$ cat src/rtl/z3_master_cycle_pkg.sv
// Shared constants for the Zorro III DMA master cycle engine:
// FSM state codes and NCR 53C710 transfer-size codes.
package z3_master_cycle_pkg;

    localparam logic [2:0] Z3M_IDLE    = 3'd0;
    localparam logic [2:0] Z3M_ADDR    = 3'd1;
    localparam logic [2:0] Z3M_STROBE  = 3'd2;
    localparam logic [2:0] Z3M_WAIT    = 3'd3;
    localparam logic [2:0] Z3M_TERM    = 3'd4;
    localparam logic [2:0] Z3M_ERR     = 3'd5;
    localparam logic [2:0] Z3M_RECOVER = 3'd6;

    localparam logic [1:0] SIZ_LONG  = 2'b00;
    localparam logic [1:0] SIZ_BYTE  = 2'b01;
    localparam logic [1:0] SIZ_WORD  = 2'b10;
    localparam logic [1:0] SIZ_3BYTE = 2'b11;

endpackage

$ cat src/rtl/z3_master_cycle_ds_lane_decode.sv
// SIZ/A to Zorro III byte-strobe mask (active low, ds_n_o[3] = lowest byte address).
module z3_master_cycle_ds_lane_decode
    import z3_master_cycle_pkg::*;
(
    input  logic [1:0] siz_i,
    input  logic [1:0] a_i,
    output logic [3:0] ds_n_o
);

    logic [3:0] lanes_from_zero;
    logic [3:0] lanes_en;

    // Lanes counted from byte 0 sit at the MSB end, so shifting right by A
    // moves them to the start address and drops anything past byte 3.
    always_comb begin
        case (siz_i)
            SIZ_BYTE:  lanes_from_zero = 4'b1000;
            SIZ_WORD:  lanes_from_zero = 4'b1100;
            SIZ_3BYTE: lanes_from_zero = 4'b1110;
            SIZ_LONG:  lanes_from_zero = 4'b1111;
        endcase
        lanes_en = lanes_from_zero >> a_i;
        ds_n_o   = ~lanes_en;
    end

endmodule

$ cat src/rtl/z3_master_cycle.sv
// Zorro III bus-master cycle engine: turns one NCR local-bus master cycle into one
// FCS/DS/DTACK cycle; states IDLE > ADDR > STROBE > WAIT > TERM|ERR > RECOVER.
module z3_master_cycle
    import z3_master_cycle_pkg::*;
#(
    parameter logic [7:0] DTACK_TIMEOUT = 8'd255
) (
    input  logic       CLK,
    input  logic       RESET_n,
    input  logic       BMASTER,
    input  logic       READ,
    input  logic [1:0] SIZ,
    input  logic [1:0] A,
    input  logic       SCSI_AS_n,
    input  logic       FCS_n,
    input  logic       ZORRO_DTACK_n,
    input  logic       BERR_n,
    output logic       DMA_FCS_n,
    output logic [3:0] DMA_DS_n,
    output logic       DMA_DOE,
    output logic       SCSI_STERM_n,
    output logic       SCSI_BERR_n,
    output logic       BFCS_out,
    output logic       dma_busy
);

    logic [2:0] state_q, state_d;
    logic [7:0] cnt_q, cnt_d;
    logic       read_q, read_d;
    logic [1:0] siz_q, siz_d;
    logic [1:0] a_q, a_d;
    logic       fcs_q, fcs_d;
    logic [3:0] ds_q, ds_d;
    logic       doe_q, doe_d;
    logic       sterm_q, sterm_d;
    logic       berr_q, berr_d;
    logic       busy_q, busy_d;
    logic       bfcs_q;
    logic       dtack_s1_q, dtack_s2_q;
    logic       berr_s1_q, berr_s2_q;
    logic [3:0] lane_mask;

    z3_master_cycle_ds_lane_decode u_lane (
        .siz_i  (siz_q),
        .a_i    (a_q),
        .ds_n_o (lane_mask)
    );

    always_comb begin
        state_d = state_q;
        cnt_d   = cnt_q;
        read_d  = read_q;
        siz_d   = siz_q;
        a_d     = a_q;
        fcs_d   = fcs_q;
        ds_d    = ds_q;
        doe_d   = doe_q;
        sterm_d = 1'b1;
        berr_d  = 1'b1;
        // Losing the bus abandons the cycle silently from any active state.
        if (state_q != Z3M_IDLE && !BMASTER) begin
            state_d = Z3M_IDLE;
            fcs_d   = 1'b1;
            ds_d    = 4'b1111;
            doe_d   = 1'b0;
        end else begin
            case (state_q)
                Z3M_IDLE: begin
                    if (BMASTER && !SCSI_AS_n) begin
                        read_d  = READ;
                        siz_d   = SIZ;
                        a_d     = A;
                        state_d = Z3M_ADDR;
                    end
                end
                Z3M_ADDR: begin
                    fcs_d   = 1'b0;
                    state_d = Z3M_STROBE;
                end
                Z3M_STROBE: begin
                    ds_d    = lane_mask;
                    doe_d   = !read_q;
                    cnt_d   = 8'd0;
                    state_d = Z3M_WAIT;
                end
                Z3M_WAIT: begin
                    if (!dtack_s2_q) begin
                        sterm_d = 1'b0;
                        state_d = Z3M_TERM;
                    end else if (!berr_s2_q || cnt_q == DTACK_TIMEOUT) begin
                        berr_d  = 1'b0;
                        state_d = Z3M_ERR;
                    end else begin
                        cnt_d = cnt_q + 8'd1;
                    end
                end
                Z3M_TERM, Z3M_ERR: begin
                    fcs_d   = 1'b1;
                    ds_d    = 4'b1111;
                    doe_d   = 1'b0;
                    state_d = Z3M_RECOVER;
                end
                Z3M_RECOVER: begin
                    if (SCSI_AS_n && dtack_s2_q) state_d = Z3M_IDLE;
                end
                default: state_d = Z3M_IDLE;
            endcase
        end
        busy_d = (state_d != Z3M_IDLE);
    end

    always_ff @(posedge CLK or negedge RESET_n) begin
        if (!RESET_n) begin
            state_q    <= Z3M_IDLE;
            cnt_q      <= 8'd0;
            read_q     <= 1'b0;
            siz_q      <= SIZ_LONG;
            a_q        <= 2'd0;
            fcs_q      <= 1'b1;
            ds_q       <= 4'b1111;
            doe_q      <= 1'b0;
            sterm_q    <= 1'b1;
            berr_q     <= 1'b1;
            busy_q     <= 1'b0;
            bfcs_q     <= 1'b1;
            dtack_s1_q <= 1'b1;
            dtack_s2_q <= 1'b1;
            berr_s1_q  <= 1'b1;
            berr_s2_q  <= 1'b1;
        end else begin
            state_q    <= state_d;
            cnt_q      <= cnt_d;
            read_q     <= read_d;
            siz_q      <= siz_d;
            a_q        <= a_d;
            fcs_q      <= fcs_d;
            ds_q       <= ds_d;
            doe_q      <= doe_d;
            sterm_q    <= sterm_d;
            berr_q     <= berr_d;
            busy_q     <= busy_d;
            bfcs_q     <= FCS_n;
            dtack_s1_q <= ZORRO_DTACK_n;
            dtack_s2_q <= dtack_s1_q;
            berr_s1_q  <= BERR_n;
            berr_s2_q  <= berr_s1_q;
        end
    end

    assign DMA_FCS_n    = fcs_q;
    assign DMA_DS_n     = ds_q;
    assign DMA_DOE      = doe_q;
    assign SCSI_STERM_n = sterm_q;
    assign SCSI_BERR_n  = berr_q;
    assign BFCS_out     = bfcs_q;
    assign dma_busy     = busy_q;

endmodule
$ cat config.mk
export PLATFORM = sky130hd
export DESIGN_NAME = z3_master_cycle
export DESIGN_NICKNAME = d
export VERILOG_FILES = /design/src/rtl/z3_master_cycle_pkg.sv /design/src/rtl/z3_master_cycle_ds_lane_decode.sv /design/src/rtl/z3_master_cycle.sv
export SDC_FILE = /design/constraint.sdc
export NUM_CORES = 1
export LEC_CHECK = 0
export BUFFER_PORTS_ARGS = -buffer_cell sky130_fd_sc_hd__buf_2
export CELL_PAD_IN_SITES_DETAIL_PLACEMENT = 1
export CELL_PAD_IN_SITES_GLOBAL_PLACEMENT = 2
export CORE_AREA = 4 4 68 77
export CTS_BUF_LIST = sky130_fd_sc_hd__clkbuf_4
export DETAILED_ROUTE_END_ITERATION = 10
export DIE_AREA = 0 0 72 81
export PLACE_DENSITY = 0.75
export SYNTH_ARGS = -nofsm -noshare
export SYNTH_HDL_FRONTEND = slang
export SYNTH_SLANG_ARGS = --single-unit
$ cat constraint.sdc
create_clock -name CLK -period 2.9 [get_ports CLK]
set_input_delay 0.435 -clock CLK [delete_from_list [all_inputs] [get_ports CLK]]
set_output_delay 0.435 -clock CLK [all_outputs]
set_load 0.1 [all_outputs]
Word-level counts from Yosys, hierarchy flattened. Index checks and enable logic that the tools add are counted.

Register bits: 30. Input port bits: 12. Output and inout bits: 10. Logic and storage cells: 73.

Add/subtract/negate cells: 1. Equality and inequality tests: 12. Shift operators: 1. Muxes and demuxes: 23. Bitwise operators: 2. Reduce and logical (&&, ||, !) cells: 18.

Operators with widths (count): one-hot mux 3 bit (6 select lines) (1); two-way mux 8 bit (2); one-hot mux 4 bit (4 select lines) (1); one-hot mux 8 bit (2 select lines) (1); two-way mux 3 bit (5); nonzero test 3 bit (4); equality test 3 bit, second input constant (3); two-way mux 1 bit (9); adder 8 x 1 -> 8 bit, second input constant (1); equality test 8 bit, second input constant (1); one-hot mux 4 bit (2 select lines) (1); equality test 3 x 2 -> 1 bit, second input constant (2); equality test 2 bit, second input constant (2); logical NOT 1 bit (4); two-way mux 4 bit (1); inequality test 2 bit, second input constant (2); NOT 4 bit (1); one-hot mux 1 bit (2 select lines) (2); AND reduction 4 bit (1); >> shifter 4 x 2 -> 4 bit (1); equality test 3 x 1 -> 1 bit, second input constant (1); logical AND 1 bit (3); logical NOT 3 bit (1); AND reduction 3 bit (1); other kinds (6) (6).

Depth between registers and ports, before layout. Gate-level depths: netlist of the first run.

Word-level depth: 7. Mapped depth: 6. Mapped depth without buffers: 6.

By module. From an unflattened synthesis of the first run, not the netlist that was laid out.

Cell total of the unflattened synthesis: 143. Area total of the unflattened synthesis: 1501.4 um^2.

Modules (own cells, without submodules): z3_master_cycle (times used 1, cells each 130, area an instance 1417.6 um^2, sequential area each 765.7 um^2); z3_master_cycle_ds_lane_decode (times used 1, cells each 13, area an instance 83.8 um^2, sequential area each 0.0 um^2).

Worst setup path after synthesis of the first run. OpenSTA, ideal clock, no wires.

Path kind: flip-flop to flip-flop. Start point: register cnt_q[0]. End point: register cnt_q[6]. Setup time: 77 ps. Arrival time: 1468 ps. Data required time: 2823 ps. Slack: 1354 ps. Stages on the path, launching flop included: 6. Path buffers: 0. Period minus slack after synthesis: 1546 ps. Path through: dfrtp_1 ha_1 nand4_1 or2_2 or4_1 a21oi_1.

Longest elaborated chain between the ends: 4. Elaborated cells on any way between the ends: 8. Classes of those cells: add/sub (1); eq/ne (2); mux (3); reduce/logical (2).

Ends and longest elaborated chain: from (decl) (RTL line z3_master_cycle.sv:28) `logic [7:0] cnt_q, cnt_d;`; from (signal assigned) (RTL line z3_master_cycle.sv:132) `cnt_q <= cnt_d;`; adder 8 x 1 -> 8 bit / equality test 8 bit (equally long branches) (RTL line z3_master_cycle.sv:94, z3_master_cycle.sv:90); two-way mux 8 bit / logical OR 1 bit (equally long branches) (RTL line z3_master_cycle.sv:90) `end else if (!berr_s2_q || cnt_q == DTACK_TIMEOUT) begin`; two-way mux 8 bit / inequality test 2 bit (equally long branches); one-hot mux 8 bit (2 select lines) / AND reduction 4 bit (equally long branches).

Parallel ways exist; a longest one is shown, timed or not. The select of a mux whose other input is x is not followed. A chain may end at the register's enable or synchronous reset.

Worst setup path in the final report of the first run.
Start point: register state_q[1]. End point: register cnt_q[5].

Longest elaborated chain between the ends: 4. Elaborated cells on any way between the ends: 10. Classes of those cells: eq/ne (4); mux (1); bitwise (1); reduce/logical (4).

Ends and longest elaborated chain: from (decl) (RTL line z3_master_cycle.sv:27) `logic [2:0] state_q, state_d;`; from (signal assigned) (RTL line z3_master_cycle.sv:131) `state_q <= state_d;`; parallel branches: the longest is 4 deep, another holds AND reduction 4 bit.

Parallel ways; which one is timed is not known.

==> results.sh, run 1 <==
export IMPL_core_um2=4489
export IMPL_gp_congestion=0.7867
export IMPL_cts_clk_slew_worst_paths_ns=0.10
export IMPL_fillCellCount=528
export IMPL_p_leak_nw=0.7000
export IMPL_final_nets=189
export IMPL_wirelength_um=3654
export IMPL_powerDensity_nw_per_um2=746.2
export IMPL_ctsRootBufferMaster="clkbuf_4"
export IMPL_synth_seq_cells=30
export IMPL_drtIter0Drc=63
export IMPL_synth_cells=151
export IMPL_rsz0062_at_grt="no"
export IMPL_synth_area_um2=1518
export IMPL_finalHoldViolations=0
export IMPL_dp_slack_ns=1.009
export IMPL_io_pins=22
export IMPL_hold_buffers=0
export IMPL_die_h_um=81
export IMPL_final_cell_mix="21 x buf_2, 18 x dfrtp_1, 14 x o21ai_0"
export IMPL_cts_buffer_depth=2
export IMPL_die_area_um2=5832
export IMPL_fp_dieW_um=72
export IMPL_endpoint_kind="flip-flop"
export IMPL_setup_ws_ns=0.9896
export IMPL_insertedDiodeCount=0
export IMPL_clock_latency_ns=0.33
export IMPL_status="finished, final reports clean"
export IMPL_ys_seq_area_share_pct=50.45
export IMPL_cts_tree="done"
export IMPL_period_minus_slack_ns=1.910
export IMPL_critPathMaxFanout=14
export IMPL_drv_cap=0
export IMPL_dp_final_hpwl_um=2682
export IMPL_cp_startpoint="state_q[1]$_DFF_PN0_"
export IMPL_cts_buffers=5
export IMPL_start_kind="flip-flop"
export IMPL_syn_nets=166
export IMPL_ant_nets=0
export IMPL_port_buffer_count=21
export IMPL_ys_warn_count=0
export IMPL_grt_pass1_vias=1289
export IMPL_h_tree_depth=2
export IMPL_tns_ns=0
export IMPL_synth_ff_type="dfrtp_1"
export IMPL_grt_antenna_before_repair=0
export IMPL_rr_startpoint="state_q[1]$_DFF_PN0_"
export IMPL_area_growth_pct=14.43
export IMPL_dp_cells=223
export IMPL_start_util_pct=33.81
export IMPL_critPathKind="flip-flop to flip-flop"
export IMPL_synth_cell_types=43
export IMPL_drc_errors=0
export IMPL_peakVddDrop_mv=0.2909
export IMPL_post_cts_resized=0
export IMPL_grt_ovfl_total=0
export IMPL_fmax_mhz=523.5
export IMPL_slew_violations=0
export IMPL_clock_sinks=30
export IMPL_async_reset_ff_share_pct=100.0
export IMPL_vias=1252
export IMPL_synth_edf_count=0
export IMPL_avgSynthCellArea_um2=10.05
export IMPL_cts_post_setup_buffers_inserted=0
export IMPL_arrival_ns=2.15
export IMPL_rows=26
export IMPL_dr_pass1_iters=4
export IMPL_fin_util_pct=38.68
export IMPL_final_cells=230
export IMPL_hold_path_class="input port to async pin"
export IMPL_finalSetupViolCount=0
export IMPL_avgViaCountPerCell=5.443
export IMPL_max_slew_margin_pct=53.80
export IMPL_fin_worst_skew_ns=0.01391
export IMPL_grt_pass1_wl_um=6230
export IMPL_power_w=0.001296
export IMPL_drive_above_1_share_pct=28.74
export IMPL_wl_per_cell_um=15.89
export IMPL_grt_max_degree=31
export IMPL_grt_usage_pct=13.72
export IMPL_final_common_cell="buf_2"
export IMPL_worstMarginPinSlew_ns=0.6930
export IMPL_crit_required_ns=3.14
export IMPL_fin_crit_sh_pct=65.88
## Yosys cell counts, drive strengths merged, types with 3 or more instances
master	instances	area [um2]
nand2	6	25.03
o31ai	5	37.54
buf	5	31.28
o21ai	14	70.07
ha	3	37.54
nor3	4	25.02
dfrtp	18	450.4
a21oi	10	50.05
nor2	11	41.29
inv	11	41.29
dfstp	12	315.3
a211oi	3	22.52
nand3	7	35.03
mux2	3	33.78
nor2b	3	18.77
or4	5	37.54
## cell type report
cell class | count | area (um2) | share of cell area, %
multi-input combinational | 104 | 675.6 | 38.90
clock inverter | 2 | 33.78 | 1.945
sequential | 30 | 765.7 | 44.09
inverter | 11 | 41.29 | 2.378
tap | 56 | 70.07 | 4.035
timing repair buffer | 22 | 112.6 | 6.484
clock buffer | 5 | 37.54 | 2.161
## worst max-delay path, cell delays in order (launching register included)
cell	delay, ns
dfrtp_1	0.64
and3b_2	0.32
nand2_2	0.17
or4_1	0.53
a21oi_1	0.16
## registers in the layout, indices dropped and copies added (netlist names), 2 cells and up
name	flops
siz_q	2
DMA_DS_n	4
a_q	2
cnt_q	8
state_q	3
## per-layer routing
metal / track usage, % / share of wire [%] / vias up
li1: - / - / 603
met1: 17.33 / 45 / 626
met2: 22.89 / 50 / 19
met3: 3.837 / 4.2 / 4
met4: 3.947 / 1.2 / 0
met5: 0 / 0 / -
## path summary, 6_finish.rpt
check	endpoint	slack, ns	cells after the start
worst max-delay path	cnt_q[5]$_DFFE_PN0P_	0.99	4
worst min-delay path	state_q[1]$_DFF_PN0_	0.14	1
worst max register to register	cnt_q[5]$_DFFE_PN0P_	0.99	4
worst min register to register	dtack_s2_q$_DFF_PN1_	0.36	0
max in group asynchronous	cnt_q[4]$_DFFE_PN0P_	2.30	1
min in group CLK	dtack_s1_q$_DFF_PN1_	0.20	1
## cell families after synthesis
family / Yosys count / synth area share [%]
buf+inv: 17 / 5.029
flops: 30 / 50.45
fa+ha+maj: 3 / 2.473
mux: 3 / 2.226
simple gates: 51 / 19.87
compound gates: 47 / 19.95
## stage by stage
step	cell area (um2)	hold WS [ns]
after CTS	1737	0.1553
after detailed placement	1665	0.3490
after global routing	1737	0.1754
after global placement	1665	0.3492
final	1737	0.1410
after floorplan	1518	0.1394
## power breakdown
group | internal (W) | switching [W]
Sequential | 0.000494 | 0.0000689
Clock | 0.000174 | 0.000141
Combinational | 0.0000999 | 0.000318
Total | 0.000768 | 0.000528
Power figures use the tool's default switching activity.
==> run 2: changes to the inputs <==
Settings changed: ABC_AREA set to 1, CORE_AREA 4 4 68 77 to 4 4 69 77, DIE_AREA 0 0 72 81 to 0 0 73 81, PLACE_DENSITY 0.75 to 0.78.
Clock period 2.9 ns to 1.9 ns, I/O delays scaled along.
==> results.sh, run 2 <==
export IMPL_synth_area_um2=1491
export IMPL_clock_sinks=30
export IMPL_crit_required_ns=1.62
export IMPL_grt_antenna_before_repair=0
export IMPL_syn_nets=198
export IMPL_finalSetupViolCount=0
export IMPL_fin_crit_sh_pct=82.15
export IMPL_synth_simple_area_share_pct=31.38
export IMPL_largest_register="cnt_q"
export IMPL_finalHoldViolations=14
export IMPL_cts_clk_slew_worst_paths_ns=0.11
export IMPL_synth_ff_type="dfrtp_1"
export IMPL_dp_final_hpwl_um=2532
export IMPL_cts_post_setup_buffers_inserted=0
export IMPL_r2r_end="cnt_q[3]$_DFFE_PN0P_"
export IMPL_muxShareOfSynthArea_pct=0
export IMPL_violations="hold timing"
export IMPL_rows=26
export IMPL_fp_dieW_um=73
export IMPL_synthAdderAreaFrac_pct=2.517
export IMPL_avgViaCountPerCell=4.629
export IMPL_critPathMaxFanout=1
export IMPL_drive_above_1_share_pct=25.59
export IMPL_wirelength_um=3330
export IMPL_async_reset_ff_share_pct=100.0
export IMPL_ant_nets=0
export IMPL_grt_max_degree=31
export IMPL_cts_tree="done"
export IMPL_powerDensity_nw_per_um2=1482
export IMPL_rr_startpoint="cnt_q[0]$_DFFE_PN0P_"
export IMPL_drtIter0Drc=26
export IMPL_rrSetupSlack_ns=0.41
export IMPL_area_growth_pct=15.02
export IMPL_post_cts_resized=0
export IMPL_regArea_um2=765.7
export IMPL_drv_cap=0
export IMPL_core_um2=4587
export IMPL_max_slew_margin_pct=55.51
export IMPL_critPathBufInv=1
export IMPL_largest_register_ffs=8
export IMPL_cp_startpoint="SCSI_STERM_n$_DFF_PN1_"
export IMPL_io_pins=22
export IMPL_synth_top_area_cell="dfrtp_1"
export IMPL_critPathKind="flip-flop to output port"
export IMPL_synth_compound_area_share_pct=6.711
export IMPL_wl_per_cell_um=12.47
export IMPL_fin_hold_ws_ns=-0.02731
export IMPL_dr_pass1_iters=6
export IMPL_grt_ovfl_total=0
export IMPL_start_util_pct=32.51
export IMPL_synth_seq_cells=30
export IMPL_hold_buffers=0
export IMPL_worstMarginPinSlew_ns=0.6673
export IMPL_cp_slowest_cell="dfstp_2"
export IMPL_fin_worst_skew_ns=0.01743
export IMPL_ys_seq_area_share_pct=51.34
export IMPL_die_h_um=81
export IMPL_path_delay_family="flip-flops"
export IMPL_synth_top_family_by_area="simple AND/OR/NAND/NOR gates"
export IMPL_drc_errors=0
export IMPL_clock_latency_ns=0.33
export IMPL_synth_top_cell_area_share_pct=30.20
export IMPL_period_minus_slack_ns=1.561
export IMPL_synth_cells=183
export IMPL_gp_congestion=0.7909
export IMPL_slew_violations=0
export IMPL_yosysMostFrequentCell="nand2_1"
export IMPL_final_common_cell="nand2_1"
export IMPL_final_cell_mix="66 x nand2_1, 21 x inv_1, 21 x buf_2"
export IMPL_arrival_ns=1.28
export IMPL_vias=1236
export IMPL_status="finished, violations left"
export IMPL_h_tree_depth=2
export IMPL_cpPeakStageDelay_ns=0.53
export IMPL_fmax_mhz=640.6
export IMPL_grt_pass1_vias=1300
export IMPL_grt_usage_pct=13.53
export IMPL_avgSynthCellArea_um2=8.150
export IMPL_cts_buffers=5
export IMPL_cp_cell_sequence="buf_2"
export IMPL_ctsRootBufferMaster="clkbuf_4"
export IMPL_port_buffer_count=21
export IMPL_synthTopCellsByCount="66 x nand2_1, 21 x inv_1, 18 x dfrtp_1, 17 x nor2_1"
export IMPL_synth_xor_xnor_area_share_pct=1.762
export IMPL_cts_buffer_depth=2
export IMPL_tns_ns=0
export IMPL_p_leak_nw=0.8649
export IMPL_ys_warn_count=0
export IMPL_endpoint_kind="output port"
export IMPL_rsz0062_at_grt="no"
export IMPL_yosys_top_cells_area="dfrtp_1 30%, dfstp_2 21%, nand2_1 17%, inv_1 5.3%, nor2_1 4.3%"
export IMPL_die_area_um2=5913
export IMPL_peakVddDrop_mv=0.8502
export IMPL_final_nets=226
export IMPL_multi_input_area_um2=631.9
export IMPL_rr_worst_depth=9
export IMPL_insertedDiodeCount=0
export IMPL_hold_path_class="input port to async pin"
export IMPL_synth_cell_types=23
export IMPL_start_kind="flip-flop"
export IMPL_fillCellCount=574
export IMPL_grt_pass1_wl_um=6113
export IMPL_synth_edf_count=0
-- run 2: cell types whose count changed after synthesis, moves of 3 or more --
cell / change
o31ai_1: -5
nor2_1: +6
nand2_1: +61
mux2_2: -3
or4_1: -5
nor2b_1: -3
buf_2: -4
inv_1: +10
a21oi_1: -9
nand2_2: +4
nand3_1: +4
nor3_1: -3
a211oi_1: -3
-- run 2: cells by family (layout without fill, tap and decap cells) --
family | Yosys count | count (layout)
flops | 30 | 30
fa+ha+maj | 3 | 3
compound gates | 16 | 16
xor+xnor | 3 | 3
simple gates | 107 | 107
buf+inv | 24 | 52
-- run 2: per-layer routing --
metal / GRT usage, % / part of all wire [%]
met1: 16.42 / 44
met2: 22.72 / 50
met3: 4.084 / 4.2
met4: 4.428 / 1.6
met5: 0 / 0
-- run 2: area by class of cell --
| type | count | area share (%) |
|---|---|---|
| clock buffer | 6 | 2.626 |
| clock inverter | 1 | 0.2188 |
| inverter | 23 | 5.033 |
| multi-input combinational | 129 | 36.83 |
| sequential | 30 | 44.64 |
| tap | 56 | 4.085 |
| timing repair buffer | 22 | 6.565 |
-- run 2: per-stage QoR --
stage                     instances  cell area [um2]  power, W  setup WS [ns]  utilization (%)
after floorplan                 183             1491  0.001950         0.6002                -
after global placement          260             1667  0.002173         0.4980            36.33
after detailed placement        260             1667  0.002217         0.4315            36.33
after CTS                       267             1715  0.002598         0.3052            37.40
after global routing            267             1715  0.002763         0.2294            37.40
final                           267             1715  0.002542         0.3391            37.40
-- run 2: report_power, final --
group | total [W] | internal, W | switching, W
logic | 0.00124 | 0.000281 | 0.000958
clock network | 0.000360 | 0.000148 | 0.000212
registers | 0.000942 | 0.000829 | 0.000113
total | 0.00254 | 0.00126 | 0.00128
-- run 2: how the worst max path moves through the flow --
stage / cells past startpoint / end / slack [ns]
finish: 1 / SCSI_STERM_n / 0.34
global route: 9 / cnt_q[1]$_DFFE_PN0P_ / 0.23
floorplan: 9 / cnt_q[4]$_DFFE_PN0P_ / 0.60
global placement: 8 / cnt_q[7]$_DFFE_PN0P_ / 0.50
detailed placement: 9 / cnt_q[2]$_DFFE_PN0P_ / 0.43
CTS: 1 / DMA_DS_n[0] / 0.31
==> run 3: changes to the inputs <==
Settings changed: CORE_AREA 4 4 69 77 to 4 4 72 80, DIE_AREA 0 0 73 81 to 0 0 76 84, PLACE_DENSITY 0.78 to 0.75.
Clock period 1.9 ns to 1.31 ns, I/O delays scaled along.
==> results.sh, run 3 (synthesized netlist as in run 2, its figures left out) <==
export IMPL_status="finished, violations left"
export IMPL_violations="setup timing"
export IMPL_ant_nets=0
export IMPL_period_minus_slack_ns=1.333
export IMPL_tns_ns=-0.03474
export IMPL_p_leak_nw=1.070
export IMPL_final_common_cell="nand2_1"
export IMPL_drv_cap=0
export IMPL_vias=1341
export IMPL_dr_pass1_iters=2
export IMPL_io_pins=22
export IMPL_critPathMaxFanout=2
export IMPL_largest_register_ffs=8
export IMPL_finalSetupViolCount=3
export IMPL_grt_antenna_before_repair=0
export IMPL_cp_startpoint="cnt_q[0]$_DFFE_PN0P_"
export IMPL_fin_util_pct=42.88
export IMPL_max_slew_margin_pct=76.72
export IMPL_fin_worst_skew_ns=0.005531
export IMPL_drc_errors=0
export IMPL_area_growth_pct=42.79
export IMPL_grt_usage_pct=13.37
export IMPL_slew_violations=0
export IMPL_wirelength_um=3757
export IMPL_die_area_um2=6384
export IMPL_final_cell_mix="61 x nand2_1, 20 x buf_4, 18 x inv_1"
export IMPL_hold_path_class="input port to flip-flop"
export IMPL_critPathKind="flip-flop to flip-flop"
export IMPL_finalHoldViolations=0
export IMPL_endpoint_kind="flip-flop"
export IMPL_holdCritStartpoint="READ"
export IMPL_cts_buffers=5
export IMPL_clock_latency_ns=0.33
export IMPL_start_util_pct=30.03
export IMPL_fin_crit_sh_pct=101.7
export IMPL_cts_tree="done"
export IMPL_die_h_um=84
export IMPL_worstMarginPinSlew_ns=0.3493
export IMPL_crit_required_ns=1.58
export IMPL_h_tree_depth=2
export IMPL_grt_pass1_vias=1500
export IMPL_fin_hold_ws_ns=0.05578
export IMPL_drive_above_1_share_pct=38.40
export IMPL_setup_ws_ns=-0.02276
export IMPL_powerDensity_nw_per_um2=2036
export IMPL_gp_congestion=0.7293
export IMPL_placed_cell_area_um2=1919
export IMPL_final_area_um2=2130
export IMPL_largest_register="cnt_q"
export IMPL_cts_buffer_depth=2
export IMPL_rr_startpoint="cnt_q[0]$_DFFE_PN0P_"
export IMPL_ctsRootBufferMaster="clkbuf_4"
export IMPL_core_um2=4966
export IMPL_insertedDiodeCount=0
export IMPL_rsz0062_at_grt="yes"
export IMPL_final_nets=251
export IMPL_grt_ovfl_total=0
export IMPL_rows=27
export IMPL_fmax_mhz=750.3
export IMPL_peakVddDrop_mv=1.211
export IMPL_arrival_ns=1.60
export IMPL_start_kind="flip-flop"
export IMPL_drtIter0Drc=28
export IMPL_dp_final_hpwl_um=2835
export IMPL_fp_dieW_um=76
export IMPL_cts_clk_slew_worst_paths_ns=0.10
export IMPL_grt_max_degree=18
export IMPL_wl_per_cell_um=12.74
export IMPL_port_buffer_count=21
export IMPL_avgViaCountPerCell=4.546
export IMPL_grt_pass1_wl_um=6900
export IMPL_clock_sinks=30
run 3: power by group:
| part | internal [W] | leakage [nW] | total (W) | switching [W] |
|---|---|---|---|---|
| sequential | 0.00121 | 0.358 | 0.00143 | 0.000215 |
| combinational | 0.000834 | 0.675 | 0.00231 | 0.00148 |
| clock | 0.000276 | 0.0368 | 0.000596 | 0.000320 |
run 3: final timing paths:
check	to	slack, ns	cells after the start
setup / recovery	cnt_q[4]$_DFFE_PN0P_	-0.02	9
setup reg to reg	cnt_q[4]$_DFFE_PN0P_	-0.02	9
hold reg to reg	dtack_s2_q$_DFF_PN1_	0.36	0
max in group asynchronous	BFCS_out$_DFF_PN1_	0.51	3
min in group asynchronous	state_q[2]$_DFF_PN0_	0.30	2
hold / removal	read_q$_DFFE_PN0P_	0.06	3
run 3: per-layer routing:
metal	vias to the layer above	GRT usage, %	share of wire [%]
li1	670	-	-
met2	17	23.52	54
met4	0	4.854	1.7
met5	-	0	0
met3	7	3.672	3.4
met1	647	15.28	41
run 3: what timing repair did:
action,CTS,global route
buffers inserted,3,4
resized for setup,4,20
pin swaps,13,15
cloned,0,0
endpoints found under the hold margin,11,0
setup endpoints to repair,10,26
hold buffers,4,0
run 3: area by class of cell:
cell class / count / area [um2]
fillers: 594 / 2836
repair buffers: 47 / 464.2
flip-flops and latches: 30 / 769.5
inverters: 23 / 88.84
multi-input cells: 129 / 674.4
clock buffers: 8 / 60.06
well taps: 58 / 72.57
run 3: through the flow:
| stage | power (W) | worst slack (ns) | cells |
|---|---|---|---|
| 2_1_floorplan | 0.002828 | 0.01020 | 183 |
| 3_3_place_gp | 0.003574 | -0.01963 | 276 |
| 3_5_place_dp | 0.003618 | -0.05602 | 276 |
| 4_1_cts | 0.004263 | -0.03064 | 291 |
| 5_1_grt | 0.004688 | -0.1138 | 295 |
| 6_report | 0.004337 | -0.02276 | 295 |
run 3: worst max-delay path, cell delays in order, from the launching register on:
cell	delay, ns
dfrtp_1	0.39
ha_2	0.20
inv_2	0.06
nor2_4	0.04
buf_4	0.12
buf_4	0.12
xnor2_1	0.11
nor2_1	0.09
nand2_1	0.07
nand2_2	0.07
